[src/rtl/dlc_pkg.sv]
// Shared types and defaults for the delay line controller.
// Request encoding and a decode helper for the phase-detector inputs.
package dlc_pkg;

    localparam int DLC_DEPTH    = 32;
    localparam int DLC_INIT_TAP = 16;

    typedef enum logic [1:0] {
        REQ_NONE = 2'd0,
        REQ_INC  = 2'd1,
        REQ_DEC  = 2'd2
    } req_e;

    // Simultaneous left/right requests cancel and are treated as idle.
    function automatic req_e decode_req(input logic left, input logic right);
        if (left && !right) begin
            return REQ_INC;
        end
        if (right && !left) begin
            return REQ_DEC;
        end
        return REQ_NONE;
    endfunction

endpackage

[src/rtl/dlc_tap_pointer.sv]
// Saturating tap pointer: a held request steps the tap once every STEP_DIV cycles.
// Latency: tap_sel moves on the edge that completes a step period; no backpressure.
module dlc_tap_pointer
    import dlc_pkg::*;
#(
    parameter int DEPTH    = DLC_DEPTH,
    parameter int INIT_TAP = DLC_INIT_TAP,
    parameter int STEP_DIV = 1,
    parameter int TAP_W    = $clog2(DEPTH)
) (
    input  logic             clk,
    input  logic             rst,
    input  logic             shift_left,
    input  logic             shift_right,
    output logic [TAP_W-1:0] tap_sel,
    output logic             at_min,
    output logic             at_max
);

    localparam int               CNT_W    = $clog2(STEP_DIV + 1);
    localparam logic [TAP_W-1:0] TAP_MAX  = TAP_W'(DEPTH - 1);
    localparam logic [CNT_W-1:0] CNT_LAST = CNT_W'(STEP_DIV - 1);

    req_e             req;
    req_e             prev_req_q, prev_req_d;
    logic [CNT_W-1:0] cnt_q, cnt_d, cnt_eff;
    logic [TAP_W-1:0] tap_q, tap_d;
    logic             step_en;

    always_comb begin
        req        = decode_req(shift_left, shift_right);
        prev_req_d = req;
        // A direction change restarts the step period from this cycle.
        cnt_eff    = (req == prev_req_q) ? cnt_q : '0;
        cnt_d      = '0;
        step_en    = 1'b0;
        tap_d      = tap_q;

        if (req != REQ_NONE) begin
            if (cnt_eff == CNT_LAST) begin
                step_en = 1'b1;
            end else begin
                cnt_d = cnt_eff + CNT_W'(1);
            end
        end

        if (step_en) begin
            case (req)
                REQ_INC: if (tap_q != TAP_MAX) tap_d = tap_q + TAP_W'(1);
                REQ_DEC: if (tap_q != '0)      tap_d = tap_q - TAP_W'(1);
                default: tap_d = tap_q;
            endcase
        end
    end

    always_ff @(posedge clk) begin
        if (rst) begin
            tap_q      <= TAP_W'(INIT_TAP);
            cnt_q      <= '0;
            prev_req_q <= REQ_NONE;
        end else begin
            tap_q      <= tap_d;
            cnt_q      <= cnt_d;
            prev_req_q <= prev_req_d;
        end
    end

    assign tap_sel = tap_q;
    assign at_min  = (tap_q == '0);
    assign at_max  = (tap_q == TAP_MAX);

endmodule

[src/rtl/delay_line_controller.sv]
// Variable delay line for CDR phase alignment: dout is din delayed by tap_sel+1 cycles.
// Tap changes may drop or repeat one bit (phase slip); no backpressure.
module delay_line_controller
    import dlc_pkg::*;
#(
    parameter int DEPTH    = DLC_DEPTH,
    parameter int INIT_TAP = DLC_INIT_TAP,
    parameter int STEP_DIV = 1,
    parameter int TAP_W    = $clog2(DEPTH)
) (
    input  logic             clk,
    input  logic             rst,
    input  logic             din,
    input  logic             shift_right,
    input  logic             shift_left,
    output logic             dout,
    output logic [TAP_W-1:0] tap_sel,
    output logic             at_min,
    output logic             at_max
);

    logic [DEPTH-1:0] line_q, line_d;
    logic             dout_q, dout_d;

    dlc_tap_pointer #(
        .DEPTH    (DEPTH),
        .INIT_TAP (INIT_TAP),
        .STEP_DIV (STEP_DIV),
        .TAP_W    (TAP_W)
    ) u_tap_pointer (
        .clk         (clk),
        .rst         (rst),
        .shift_left  (shift_left),
        .shift_right (shift_right),
        .tap_sel     (tap_sel),
        .at_min      (at_min),
        .at_max      (at_max)
    );

    // The tap is read before this edge's pointer update takes effect.
    always_comb begin
        line_d = {line_q[DEPTH-2:0], din};
        dout_d = line_q[tap_sel];
    end

    always_ff @(posedge clk) begin
        if (rst) begin
            line_q <= '0;
            dout_q <= 1'b0;
        end else begin
            line_q <= line_d;
            dout_q <= dout_d;
        end
    end

    assign dout = dout_q;

endmodule

[config.mk]
export PLATFORM = sky130hd
export DESIGN_NAME = delay_line_controller
export DESIGN_NICKNAME = d
export VERILOG_FILES = /design/src/rtl/dlc_pkg.sv /design/src/rtl/dlc_tap_pointer.sv /design/src/rtl/delay_line_controller.sv
export SDC_FILE = /design/constraint.sdc
export NUM_CORES = 1
export LEC_CHECK = 0
export BUFFER_PORTS_ARGS = -buffer_cell sky130_fd_sc_hd__buf_2
export CAP_MARGIN = 20
export CORE_MARGIN = 5
export CORE_UTILIZATION = 50
export DETAILED_ROUTE_END_ITERATION = 12
export HOLD_SLACK_MARGIN = 0.05
export PLACE_DENSITY_LB_ADDON = 0.25
export SETUP_SLACK_MARGIN = 0.1
export SLEW_MARGIN = 20
export SYNTH_ARGS = -nofsm -noshare
export SYNTH_HDL_FRONTEND = slang
export SYNTH_SLANG_ARGS = --single-unit
[constraint.sdc]
create_clock -name clk -period 2.35 [get_ports clk]
set_clock_uncertainty 0.05 [all_clocks]
set_input_delay 0.1175 -clock clk [delete_from_list [all_inputs] [get_ports clk]]
set_output_delay 0.1175 -clock clk [all_outputs]
set_load 0.02 [all_outputs]
==> out/results.txt <==
Status -> complete, no violations
Worst slew pin tran -> 0.6544 ns
Post-Route Setup TNS -> 0 ns
Cts bufs inserted -> 5
Area fraction of the dominant cell type after synthesis -> 48.24%
Max FO, Critical Path -> 10
Fmax -> 492.6 MHz
CTS Sinks -> 41
Post-synthesis compound-gate area fraction -> 6.618%
Chip Height -> 68.34 um
Busiest metal layer after global routing -> met2
Worst Path Class, Setup -> flip-flop to flip-flop
Post-route worst setup slack -> 0.3200 ns
Max Cap Viol -> 0
RSZ-0062 raised after global routing -> no
Number of synthesized register bits -> 41
Min Hold Slack -> 0.1494 ns
Syn_nets -> 158
Fillcell total -> 301
Mux share of post-synthesis cell area -> 13.53%
Starting Density -> 51.40%
Slowest stage delay, CP -> 0.62 ns
Critical path cell sequence -> buf_4 -> mux4_2 -> mux2i_1 -> o221ai_1 -> o311a_1
Count of cell types in the netlist -> 34
Via Count -> 1057
I/O pins -> 13
Overflow left after global routing -> 0
Post-synthesis xor/xnor area fraction -> 3.088%
CP arrival -> 2.21 ns
Largest net degree at the start of global routing -> 41
CP max-delay cell -> dfxtp_1
Proportion of layout cells with a drive suffix above 1 -> 20.99%
Global-route track usage on met2 -> 23.10%
Dpl hpwl -> 1939 um
Setup WS pre-CTS -> 0.1970 ns
Area contributors post-synth -> dfxtp_1, nor2b_1, mux4_2, ha_1, buf_6
Die area -> 4670 sq um
Lkg Pwr -> 0.7537 nW
First-pass GRT wire length -> 5050 um
GRT met3 Usage -> 4.433%
Worst Path Required -> 2.53 ns
Final WL -> 2911 um
Largest family of logic cells by synthesized area -> simple AND/OR/NAND/NOR gates
Final Net Count -> 172
Resize count post-CTS -> 0
Worst setup SP type -> flip-flop
Layout area overhead -> 8.309%
Slew Limit Fails -> 0
DR WL/cell -> 14.00 um
Tcrit/Tclk final -> 86.38%
H-tree Lvls -> 2
Gr usage total -> 14.83%
Pwr dens -> 743.1 nW/um^2
Post-synth ARST share -> 0%
I/O Buffers -> 12
Mapped Avg Cell Area -> 11.50 sq um
Mapped Cells -> 148
DR iter-0 viols -> 67
Vias/cell -> 5.082
Final-report hold violation count -> 0
Worst skew pair latency -> 0.34 ns
Max_slew headroom -> 56.37%
CTS root buffer -> clkbuf_4
Post-Syn Area -> 1702 sq um
Multi-input logic area -> 777.0 sq um
Clk slew on worst S/H paths -> 0.12 ns
FF/Latch Area -> 820.8 sq um
Adder-Cell Fraction of Synth Area -> 3.676%
Final min period -> 2.030 ns
Die width -> 68.34 um
HP Class -> input pin to flip-flop
GR Util met1 -> 19.16%
Cts hold-fix bufs -> 1
Synth Area in Simple Gates -> 18.53%
Total power -> 0.001370 W
YS warnings -> 0
Post-CTS Setup Repair Bufs -> 0
Seq/Total Area, Yosys -> 48.24%
Initial antenna violation count -> 0
Core area -> 3311 sq um
Vias in the first global route -> 1036
CTS tree -> built
GP Congestion -> 0.8105
Final number of setup-violating endpoints -> 0
Inserted Diodes -> 0
# rows -> 21
Pre-antenna DRT Iters -> 4
Crit end category -> flip-flop
Number of enable flip-flop cells after synthesis -> 0
Max VDD drop -> 327.8 uV
Cell taking the most area after synthesis -> dfxtp_1
Clock tree buffer depth -> 2
Routed Antenna Nets -> 0
Most used DFF post-synth -> dfxtp_1
Drt drc -> 0
power breakdown:
group / leakage (nW) / total (W) / switching [W] / internal, W
Sequential: 0.332 / 0.000743 / 0.0000314 / 0.000712
Clock: 0.0410 / 0.000433 / 0.000216 / 0.000217
Combinational: 0.380 / 0.000194 / 0.000103 / 0.0000909
Total: 0.754 / 0.00137 / 0.000350 / 0.00102
cell usage in the layout (no fill, tap or decap), types with 3 or more instances in the layout:
cell      count
o21ai_0       3
clkbuf_4      5
a21oi_1       3
nor2b_1      34
xor2_1        3
ha_1          5
mux4_2        7
inv_1         4
dfxtp_1      41
buf_4         4
mux2i_1       5
nor2_1        5
buf_2        12
xnor2_1       3
registers in the layout (all words and copies together) (netlist names):
register / cells
u_tap_pointer.cnt_q: 1
u_tap_pointer.tap_sel: 5
u_tap_pointer.prev_req_q: 2
dout: 1
line_q: 32
cell type report:
| type | instances | area share, % |
|---|---|---|
| inverter | 4 | 0.8147 |
| tap | 46 | 3.123 |
| sequential | 41 | 44.53 |
| timing repair buffer | 17 | 5.431 |
| clock buffer | 5 | 2.037 |
| multi-input combinational | 93 | 42.16 |
| clock inverter | 2 | 1.901 |
worst paths after layout:
kind,from,end,slack [ns],cells past startpoint
worst min register to register,line_q[7],line_q[8],0.41,1
worst max-delay path,u_tap_pointer.tap_sel[0],dout,0.32,5
worst min-delay path,shift_left,u_tap_pointer.prev_req_q[0],0.15,3
worst max register to register,u_tap_pointer.tap_sel[0],dout,0.32,5
critical path, delay by kind of cell (launching register included):
kind	cells	cell delay [ns]
compound gates	2	0.32
buf+inv	1	0.24
mux	2	0.67
flops	1	0.62
cells in the mapped netlist (2+ instances only):
cell type	n
xor2_1	3
nand2_1	2
ha_1	5
mux4_2	7
mux2_2	2
xnor2_1	3
inv_1	4
or3_1	2
mux2i_1	5
nor2_1	5
a222oi_1	2
nor3_1	2
nor2b_1	34
clkbuf_1	3
dfxtp_1	41
o22ai_1	2
buf_6	5
o21ai_0	3
a21oi_1	3
stage by stage:
| step | area [sq um] | cells | util (%) |
|---|---|---|---|
| floorplan | 1702 | 148 | - |
| global placement | 1760 | 200 | 53.17 |
| detailed placement | 1760 | 200 | 53.17 |
| CTS | 1843 | 208 | 55.67 |
| global route | 1843 | 208 | 55.67 |
| finish | 1843 | 208 | 55.67 |
layer usage:
metal  up-vias  wire length [um]
met5         -                 0
met1       503              1357
met2        18              1401
met3         4               103
met4         0                48
li1        532                 -
cell families after synthesis:
| group | count (synthesis) |
|---|---|
| flops | 41 |
| other cells | 1 |
| compound gates | 15 |
| simple gates | 52 |
| xor+xnor | 6 |
| buf+inv | 14 |
| mux | 14 |
| fa+ha+maj | 5 |
No activity file was read; power rests on OpenSTA's default activity.
